File: config.mk
export PLATFORM = sky130hd
export DESIGN_NAME = mem_access_sequencer
export DESIGN_NICKNAME = d
export VERILOG_FILES = /design/src/rtl/mem_access_sequencer.sv
export SDC_FILE = /design/constraint.sdc
export NUM_CORES = 1
export LEC_CHECK = 0
export ABC_CLOCK_PERIOD_IN_PS = 1850
export CAP_MARGIN = 20
export CORE_ASPECT_RATIO = 0.75
export CORE_MARGIN = 2
export CORE_UTILIZATION = 45
export CTS_CLUSTER_DIAMETER = 50
export DETAILED_ROUTE_END_ITERATION = 8
export PLACE_DENSITY = 0.77
export SYNTH_ARGS = -nofsm -noshare
export SYNTH_HDL_FRONTEND = slang
export SYNTH_SLANG_ARGS = --single-unit
export TNS_END_PERCENT = 50
File: constraint.sdc
create_clock -name clk -period 1.85 [get_ports clk]
set_input_delay 0.4625 -clock clk [delete_from_list [all_inputs] [get_ports clk]]
set_output_delay 0.4625 -clock clk [all_outputs]
set_load 0.05 [all_outputs]
File: src/rtl/mem_access_sequencer.sv
// Sequences two 16-bit requesters onto the byte-wide memory_interface register port.
// Optional macro MEM_SEQ_ROUND_ROBIN_EN alternates grants under contention (default: requester 0 wins).
module mem_access_sequencer #(
    parameter int TIMEOUT_CYC = 1024,
    parameter int BUSY_BIT    = 0
) (
    input  logic        clk,
    input  logic        resetb,
    input  logic        req0,
    input  logic        we0,
    input  logic [22:0] addr0,
    input  logic [15:0] wdata0,
    output logic        ack0,
    input  logic        req1,
    input  logic        we1,
    input  logic [22:0] addr1,
    input  logic [15:0] wdata1,
    output logic        ack1,
    output logic [15:0] rdata,
    output logic        err,
    output logic        busy,
    output logic        mi_write,
    output logic        mi_read,
    output logic [3:0]  mi_address,
    output logic [7:0]  mi_data_in,
    input  logic [7:0]  mi_data_out
);

    localparam int CW = (TIMEOUT_CYC > 1) ? $clog2(TIMEOUT_CYC) : 1;
    localparam logic [CW-1:0] TMAX = CW'(TIMEOUT_CYC - 1);

    typedef enum logic [3:0] {
        IDLE, WA0, WA1, WA2, WD0, WD1, GO, PRQ, PCHK, RD0, RD0C, RD1, RD1C, DONE
    } state_t;

    state_t        state_q, state_d;
    logic          winner_q, winner_d;
    logic          we_q, we_d;
    logic [22:0]   addr_q, addr_d;
    logic [15:0]   wdata_q, wdata_d;
    logic          errPending_q, errPending_d;
    logic [CW-1:0] cnt_q, cnt_d;
    logic [7:0]    rdLo_q, rdLo_d;
    logic [15:0]   rdata_q, rdata_d;
    logic          grantSel;

`ifdef MEM_SEQ_ROUND_ROBIN_EN
    // Holds the requester favoured on the next tie, i.e. the one not granted last.
    logic rrPtr_q;

    always_ff @(posedge clk or negedge resetb) begin
        if (!resetb) begin
            rrPtr_q <= 1'b0;
        end else if (state_q == DONE) begin
            rrPtr_q <= ~winner_q;
        end
    end

    always_comb begin
        if (req0 && req1) begin
            grantSel = rrPtr_q;
        end else begin
            grantSel = req1 && !req0;
        end
    end
`else
    always_comb begin
        grantSel = !req0;
    end
`endif

    always_ff @(posedge clk or negedge resetb) begin
        if (!resetb) begin
            state_q      <= IDLE;
            winner_q     <= 1'b0;
            we_q         <= 1'b0;
            addr_q       <= '0;
            wdata_q      <= '0;
            errPending_q <= 1'b0;
            cnt_q        <= '0;
            rdLo_q       <= '0;
            rdata_q      <= '0;
        end else begin
            state_q      <= state_d;
            winner_q     <= winner_d;
            we_q         <= we_d;
            addr_q       <= addr_d;
            wdata_q      <= wdata_d;
            errPending_q <= errPending_d;
            cnt_q        <= cnt_d;
            rdLo_q       <= rdLo_d;
            rdata_q      <= rdata_d;
        end
    end

    always_comb begin
        state_d      = state_q;
        winner_d     = winner_q;
        we_d         = we_q;
        addr_d       = addr_q;
        wdata_d      = wdata_q;
        errPending_d = errPending_q;
        cnt_d        = cnt_q;
        rdLo_d       = rdLo_q;
        rdata_d      = rdata_q;
        mi_write     = 1'b0;
        mi_read      = 1'b0;
        mi_address   = 4'h0;
        mi_data_in   = 8'h00;
        ack0         = 1'b0;
        ack1         = 1'b0;
        err          = 1'b0;

        case (state_q)
            IDLE: begin
                if (req0 || req1) begin
                    winner_d     = grantSel;
                    we_d         = grantSel ? we1 : we0;
                    addr_d       = grantSel ? addr1 : addr0;
                    wdata_d      = grantSel ? wdata1 : wdata0;
                    errPending_d = 1'b0;
                    state_d      = WA0;
                end
            end
            WA0: begin
                mi_write   = 1'b1;
                mi_address = 4'h1;
                mi_data_in = addr_q[7:0];
                state_d    = WA1;
            end
            WA1: begin
                mi_write   = 1'b1;
                mi_address = 4'h2;
                mi_data_in = addr_q[15:8];
                state_d    = WA2;
            end
            WA2: begin
                mi_write   = 1'b1;
                mi_address = 4'h3;
                mi_data_in = {1'b0, addr_q[22:16]};
                state_d    = we_q ? WD0 : GO;
            end
            WD0: begin
                mi_write   = 1'b1;
                mi_address = 4'h4;
                mi_data_in = wdata_q[7:0];
                state_d    = WD1;
            end
            WD1: begin
                mi_write   = 1'b1;
                mi_address = 4'h5;
                mi_data_in = wdata_q[15:8];
                state_d    = GO;
            end
            GO: begin
                mi_write   = 1'b1;
                mi_address = we_q ? 4'h8 : 4'h9;
                cnt_d      = '0;
                state_d    = PRQ;
            end
            PRQ: begin
                mi_read    = 1'b1;
                mi_address = 4'hA;
                state_d    = PCHK;
            end
            // A timed-out read reports zero data rather than stale bytes.
            PCHK: begin
                if (mi_data_out[BUSY_BIT]) begin
                    if (cnt_q == TMAX) begin
                        errPending_d = 1'b1;
                        state_d      = DONE;
                        if (!we_q) begin
                            rdata_d = 16'h0000;
                        end
                    end else begin
                        cnt_d   = cnt_q + 1'b1;
                        state_d = PRQ;
                    end
                end else begin
                    state_d = we_q ? DONE : RD0;
                end
            end
            RD0: begin
                mi_read    = 1'b1;
                mi_address = 4'h6;
                state_d    = RD0C;
            end
            RD0C: begin
                rdLo_d  = mi_data_out;
                state_d = RD1;
            end
            RD1: begin
                mi_read    = 1'b1;
                mi_address = 4'h7;
                state_d    = RD1C;
            end
            RD1C: begin
                rdata_d = {mi_data_out, rdLo_q};
                state_d = DONE;
            end
            DONE: begin
                ack0    = ~winner_q;
                ack1    = winner_q;
                err     = errPending_q;
                state_d = IDLE;
            end
            default: begin
                state_d = IDLE;
            end
        endcase
    end

    assign rdata = rdata_q;
    assign busy  = (state_q != IDLE);

endmodule

### Word-level counts from Yosys, hierarchy flattened

Cells that the tools add are included.

| word-level totals | value |
|---|---|
| output and inout port bits | 34 |
| logic and storage cells | 71 |
| bits in registers | 80 |
| bits of input ports | 92 |

| cells by class | value |
|---|---|
| equal/unequal tests | 19 |
| reduce and logical (&&, ||, !) cells | 13 |
| bitwise operators | 1 |
| mux-type cells | 28 |
| add/subtract/negate cells | 1 |

Operators with widths:

| operator | number |
|---|---|
| $mux 16 | 4 |
| $pmux 4 s13 | 1 |
| $pmux 8 s5 | 1 |
| $pmux 4 s9 | 1 |
| $pmux 16 s2 | 1 |
| $eq 4x4->1 const B | 6 |
| $mux 23 | 1 |
| $mux 10 | 2 |
| $pmux 10 s2 | 1 |
| $eq 4x3->1 const B | 4 |
| $mux 4 | 3 |
| $add 10x1->10 const B | 1 |
| $eq 10x10->1 const B | 1 |
| $mux 1 | 10 |
| $ne 2x2->1 const B | 5 |
| $eq 4x2->1 const B | 2 |
| $reduce_and 4->1 | 2 |
| $reduce_bool 2->1 | 3 |
| $reduce_or 6->1 | 1 |
| $eq 4x1->1 const B | 1 |
| $logic_not 4->1 | 1 |
| $reduce_bool 4->1 | 1 |
| $mux 3 | 1 |
| $reduce_and 3->1 | 1 |
| 7 further kinds | 7 |

### Longest topological paths before layout

Gate-level depths: netlist of run 1.

| depth | value |
|---|---|
| word-level depth | 4 |
| gate-level depth with buffers | 7 |
| mapped depth without buffers | 5 |

### Least setup slack after synthesis of run 1

Ideal clock, no wire load.

| path | value |
|---|---|
| path kind | register to output |
| start | register state_q[0] |
| end | output port ack1 |
| path slack | -807 ps |
| cell stages (with the launch flop) | 5 |
| arrival | 2194 ps |
| buffers on the path | 2 |
| cells stage by stage | dfrtp_1 -> buf_6 -> clkbuf_1 -> nand3_1 -> nor3b_1 |

| between the ends | value |
|---|---|
| cells in the longest elaborated chain, start to end | 2 |

RTL lines:

| item | RTL line | text |
|---|---|---|
| start, declared | 36 | `state_t state_q, state_d;` |
| start signal, assigned | 84 | `state_q <= state_d;` |
| $eq 4x4->1 | 114 | `case (state_q)` |
| $mux 1 | 114 |  |
| end, declared | 18 | `output logic ack1,` |

Every way passes these cells.

### Worst setup path in the final report of run 1

| path | value |
|---|---|
| start | register state_q[1] |
| end | output port mi_data_in[6] |

| between the ends | value |
|---|---|
| cells in the longest elaborated chain, start to end | 2 |

RTL lines:

| item | RTL line | text |
|---|---|---|
| $eq 4x3->1, or another cell as far along | 114 |  |
| $pmux 8 s5 * | 114 |  |
| end, declared | 25 | `output logic [7:0] mi_data_in,` |

Mark *: on every way between the ends. The rest lies on a longest branch, timed or not.

==> impl_metrics.py, run 1 <==
metrics = {
    "finish": {
        "area_growth_pct": 72.55,
        "final_cells": 688,
        "num-nets-final": 664,
        "num_antenna_cells": 0,
        "fillers": 523,
        "drive_gt1_frac": 0.3646,
    },
    "timing": {
        "report.final.slew_viol_count": 0,
        "whs_ns": 0.4642,
        "maxClockFrequency_ghz": 0.4707,
        "worst_slack_ns": -0.2744,
        "tns_ns": -7.790,
        "final.period_utilization": 1.148,
        "finalHoldViolCount": 0,
        "fin_skew_ns": 0.009866,
        "final-setup-viol-count": 62,
        "rsz0062_at_grt": "true",
        "fin_crit_ns": 2.124,
        "relSlewSlack": 0.7458,
        "worst_pin_slew_ns": 0.3792,
    },
    "logic_synthesis": {
        "synth-edff-count": 0,
        "syn_area_per_cell_um2": 10.22,
        "synthTopCellsByArea": "dfrtp_1 (49%), mux2i_1 (14%), a21oi_1 (7.0%)",
        "synth-seq-area-share": 0.4908,
        "synthFlopType": "dfrtp_1",
        "synth_area_um2": 4079,
        "ys_async_sr_fraction": 1.000,
        "yosysWarnings": 0,
        "syn_inst": 399,
        "ys_types": 48,
        "synth-seq-cells": 80,
        "synth_top_area_frac": 0.4908,
        "synthMostInstantiatedCell": "dfrtp_1",
        "synth_commonest_cells": "dfrtp_1 (80), mux2i_1 (59), a21oi_1 (57), nor2_1 (52), buf_2 (17)",
        "synth_top_area_cell": "dfrtp_1",
        "syn_nets": 492,
    },
    "critical_path": {
        "critPathKind": "flop to primary output",
        "cp_data_arrival_time_ns": 1.66,
        "cp_max_fo": 7,
        "critPathLaunchType": "flop",
        "crit_required_ns": 1.39,
        "cp-end-kind": "primary output",
    },
    "clocking": {
        "clk_pin_slew_ns": 0.06,
        "htreeDepth": 3,
        "clk_path_buf_depth": 2,
        "clock-sinks": 80,
        "clkLatencyLatePin_ns": 0.34,
        "cts_made_buffers": 9,
        "cts_tree": "built",
        "cts-root-buf": "clkbuf_16",
    },
    "outcome": {
        "violations": "setup timing",
        "outcome": "finished with violations",
    },
    "placement": {
        "routabilityCongestion": 0.8259,
        "dp_cells": 637,
        "io_buffer_count": 125,
        "dp_hpwl_mm": 8.037,
    },
    "routing": {
        "first_pass_iters": 4,
        "ant_nets": 0,
        "wl_per_cell_um": 19.60,
        "drc_errors": 0,
        "vias": 3893,
        "wl_mm": 13.49,
        "drtIter0Drc": 268,
        "routed_via_density": 5.658,
    },
    "global_route": {
        "grt_pass1_wl_mm": 18.02,
        "gr-usage-all-layers": 0.2318,
        "overflow": 0,
        "grt_pass1_vias": 3679,
        "grt_antenna_before_repair": 0,
        "grt_max_degree": 48,
    },
    "floorplanning": {
        "die_w_um": 113.9,
        "core_area_um2": 8934,
        "io_pins": 126,
        "fp.dieH_um": 86.45,
        "dieArea_um2": 9850,
        "start_util": 0.4566,
        "rows": 30,
    },
    "pwr": {
        "seqPwrFrac": 0.248,
        "p_leak_nw": 2.997,
        "p_switching_mw": 5.711,
        "power.density_nw_per_um2": 1880,
        "comb_power_share": 0.604,
        "p_int_mw": 7.523,
        "p_sw_frac": 0.4316,
        "irDropWorstVdd_v": 0.001047,
        "total_power_mw": 13.23,
        "clockPowerShare": 0.149,
    },
    "job": {
        "drv_cap": 0,
    },
    "worst_hold_path": {
        "hold_path_class": "input port to flop",
    },
}
-- critical path, cell delays in order (launching register included) --
cell,delay [ns]
dfrtp_2,0.46
buf_12,0.16
mux2i_1,0.11
nor2_1,0.19
a21oi_4,0.06
o22ai_4,0.19
buf_12,0.16
-- through the flow --
stage,instance area [µm²],util,setup WS [ns]
floorplan,4338,-,-0.008381
global placement,5991,0.6706,0.01692
detailed placement,5991,0.6706,-0.08128
CTS,6514,0.7291,-0.2295
global route,7038,0.7878,-0.3255
finish,7038,0.7878,-0.2744
-- state kept, by name, summed over array words and instances (netlist names) --
signal,count
addr_q,23
cnt_q,10
errPending_q,1
rdLo_q,8
rdata,16
state_q,4
wdata_q,16
we_q,1
winner_q,1
-- cell families (layout without fill, tap and decap cells) --
group / count (synthesis) / after routing / synth area share
AND/OR/NAND/NOR: 106 / 107 / 0.1371
flip-flops: 80 / 80 / 0.4908
AO/OA/AOI/OAI: 106 / 106 / 0.1580
adder cells (fa/ha/maj): 1 / 1 / 0.003067
buffers and inverters: 39 / 215 / 0.04417
multiplexers: 67 / 67 / 0.1669
-- cell type report --
| class | instances | area (µm²) | area share |
|---|---|---|---|
| Inverter | 8 | 32.53 | 0.004622 |
| Sequential cell | 80 | 2007 | 0.2852 |
| Multi-Input combinational cell | 281 | 2360 | 0.3353 |
| Clock buffer | 10 | 239.0 | 0.03396 |
| Tap cell | 112 | 140.1 | 0.01991 |
| Timing Repair Buffer | 191 | 2168 | 0.3081 |
| Clock inverter | 6 | 91.34 | 0.01298 |
-- layout by cell type, fill, tap and decap left out, types with 8 or more instances in the layout --
cell             count
nor2_2              10
buf_12              26
buf_4               52
buf_6               13
clkdlybuf4s50_1     89
a21oi_2             20
nand2_1              8
clkbuf_16           16
mux2i_1             56
nor2_1              40
dfrtp_1             76
a21oi_1             35
a22o_1              16
mux2_2               8
o22ai_4              8
-- power by group through the flow --
| stage | clock network (mW) | logic (mW) | registers [mW] |
|---|---|---|---|
| 2_1_floorplan | 0 | 3.83 | 3.49 |
| 3_5_place_dp | 0 | 6.62 | 3.14 |
| 4_1_cts | 1.97 | 7.10 | 3.17 |
| 6_report | 1.97 | 7.99 | 3.28 |
| 3_3_place_gp | 0 | 6.47 | 3.09 |
| 5_1_grt | 2.06 | 8.37 | 3.34 |
-- path summary, 6_finish.rpt --
kind	startpoint	end	cells after the start	slack [ns]
max in group asynchronous	resetb	addr_q[20]	3	0.79
hold reg to reg	rdLo_q[4]	rdata[4]	1	0.50
min in group asynchronous	resetb	cnt_q[1]	2	0.51
hold / removal	req0	winner_q	2	0.46
setup / recovery	state_q[1]	mi_data_in[6]	6	-0.27
setup reg to reg	state_q[3]	wdata_q[9]	8	-0.19
-- routing by layer --
layer,vias to the layer above,track usage,share of wire,wire [µm]
li1,1795,-,-,-
met1,1938,0.2936,0.41,5475
met2,138,0.4004,0.53,7105
met3,22,0.05175,0.048,647
met4,0,0.07095,0.019,258
met5,-,0,0,0
-- repair_timing --
action	4_1_cts	5_1_grt
setup buffers	5	16
resized for setup	31	55
hold endpoints to repair	10	0
setup endpoints to repair	22	70
hold buffers	1	0
pin swaps	9	10
gates cloned	1	12
(Power assumes the default switching activity.)
==> inputs of run 2 (changes only) <==
ABC_CLOCK_PERIOD_IN_PS = 1800   (was 1850)
CORE_UTILIZATION = 43   (was 45)
PLACE_DENSITY = 0.78   (was 0.77)
clock period = 1.8 ns   (was 1.85 ns; I/O delays follow)
==> impl_metrics.py, run 2 (synthesis results as in run 1) <==
metrics = {
    "finish": {
        "largest_reg_flops": 23,
        "drive_gt1_frac": 0.3622,
        "finalInstanceArea_um2": 7005,
        "area_growth_pct": 71.75,
        "top_register": "addr_q",
        "final_common_cell": "clkdlybuf4s50_1",
        "num_antenna_cells": 0,
        "final_cells": 705,
        "mostFrequentLayoutCells": "clkdlybuf4s50_1 (89), dfrtp_1 (76), buf_4 (55)",
        "num-nets-final": 665,
        "fillers": 568,
        "seq_area_um2": 2007,
        "multiInputGateArea_um2": 2406,
    },
    "critical_path": {
        "critPathLaunchType": "flop",
        "slowest_stage": "dfrtp_2",
        "cp-end-kind": "primary output",
        "crit_buf_inv": 3,
        "cp_slowest_stage_delay_ns": 0.45,
        "r2r_start": "state_q[2]",
        "r2r_end": "cnt_q[7]",
        "crit_chain": "buf_6 -> nor2_4 -> buf_12 -> nand2_8 -> o22ai_4 -> buf_12",
        "path_common_cell": "buf_12",
        "cp_data_arrival_time_ns": 1.69,
        "crit_required_ns": 1.35,
        "reg2regPathDepth": 7,
        "critPathTopFamily": "buffers and inverters",
        "r2r_slack_ns": -0.15,
        "cp_max_fo": 16,
        "critPathKind": "flop to primary output",
    },
    "routing": {
        "ant_nets": 0,
        "wl_mm": 13.04,
        "routed_via_density": 5.519,
        "drtIter0Drc": 200,
        "vias": 3891,
        "wl_per_cell_um": 18.50,
        "drc_errors": 0,
        "first_pass_iters": 4,
    },
    "clocking": {
        "htreeDepth": 3,
        "clock-sinks": 80,
        "clkLatencyLatePin_ns": 0.33,
        "clk_path_buf_depth": 2,
        "cts_tree": "built",
        "cts-root-buf": "clkbuf_16",
        "clk_pin_slew_ns": 0.06,
        "hold_buffers": 0,
        "cts_made_buffers": 9,
    },
    "floorplanning": {
        "start_util": 0.4472,
        "fp.dieH_um": 88.35,
        "die_w_um": 116.5,
        "rows": 30,
        "dieArea_um2": 10290,
        "io_pins": 126,
        "core_area_um2": 9121,
    },
    "placement": {
        "dp_hpwl_mm": 8.516,
        "routabilityCongestion": 0.8708,
        "dp_cells": 668,
        "dpl_cell_area_um2": 6136,
        "io_buffer_count": 125,
        "pre_cts_ws_ns": -0.1883,
    },
    "global_route": {
        "overflow": 0,
        "grt_antenna_before_repair": 0,
        "grt_pass1_vias": 3781,
        "gr-usage-all-layers": 0.2406,
        "grt_max_degree": 35,
        "grt_pass1_wl_mm": 19.01,
    },
    "worst_hold_path": {
        "hold_path_class": "input port to asynchronous set/reset pin",
    },
    "pwr": {
        "irDropWorstVdd_v": 0.001422,
        "p_leak_nw": 2.974,
        "total_power_mw": 13.38,
        "power.density_nw_per_um2": 1910,
    },
    "timing": {
        "worst_pin_slew_ns": 0.4296,
        "maxClockFrequency_ghz": 0.4683,
        "final.period_utilization": 1.186,
        "tns_ns": -5.231,
        "finalHoldViolCount": 0,
        "fin_skew_ns": 0.004182,
        "rsz0062_at_grt": "true",
        "final-setup-viol-count": 28,
        "fin_crit_ns": 2.135,
        "relSlewSlack": 0.7110,
        "report.final.slew_viol_count": 0,
        "worst_slack_ns": -0.3352,
    },
    "outcome": {
        "violations": "setup timing",
        "outcome": "finished with violations",
    },
    "job": {
        "drv_cap": 0,
    },
}
==> run 2: worst register-to-register path, cell delays in order (launching register included) <==
cell,delay [ns]
dfrtp_2,0.47
buf_6,0.14
buf_6,0.11
nor4b_4,0.31
nand2_2,0.19
buf_12,0.19
nor4_4,0.25
mux2i_1,0.20
==> run 2: area by class of cell <==
| class | count | area share |
|---|---|---|
| Clock buffer | 11 | 0.03465 |
| Tap cell | 128 | 0.02286 |
| Clock inverter | 5 | 0.008037 |
| Inverter | 8 | 0.004822 |
| Multi-Input combinational cell | 282 | 0.3435 |
| Sequential cell | 80 | 0.2865 |
| Timing Repair Buffer | 191 | 0.2997 |
==> run 2: repair_timing <==
item	in CTS	in global routing
setup buffers	7	11
gates resized for setup	41	48
setup endpoints to repair	25	85
cloned	2	3
pin swaps	9	11
==> run 2: worst max-delay path by stage <==
stage | slack, ns | end | cells past startpoint | from
finish | -0.34 | mi_data_in[0] | 6 | state_q[1]
global route | -0.40 | mi_data_in[0] | 6 | state_q[1]
CTS | -0.31 | mi_data_in[4] | 6 | state_q[1]
detailed placement | -0.19 | cnt_q[8] | 6 | mi_data_out[0]
global placement | -0.12 | cnt_q[5] | 5 | mi_data_out[0]
floorplan | -0.05 | ack1 | 4 | state_q[0]
==> run 2: metrics by stage <==
stage | hold slack (ns) | utilization
6_report | 0.05799 | 0.7680
5_1_grt | 0.09166 | 0.7680
3_3_place_gp | 0.4176 | 0.6727
3_5_place_dp | 0.4209 | 0.6727
2_1_floorplan | 0.1544 | -
4_1_cts | 0.06919 | 0.7313
==> run 2: report_power, final <==
group | total (mW) | switching (mW) | internal, mW | leakage (nW)
combinational | 8.22 | 4.44 | 3.79 | 1.88
clock | 1.83 | 0.719 | 1.11 | 0.145
sequential | 3.33 | 0.679 | 2.65 | 0.951
total | 13.4 | 5.83 | 7.55 | 2.97
==> run 2: routing by layer <==
layer / track usage / vias up / share of wire
met5: 0 / - / 0
met4: 0.04113 / 0 / 0.014
met3: 0.07260 / 19 / 0.059
met2: 0.4239 / 141 / 0.52
met1: 0.2992 / 1940 / 0.40
li1: - / 1791 / -
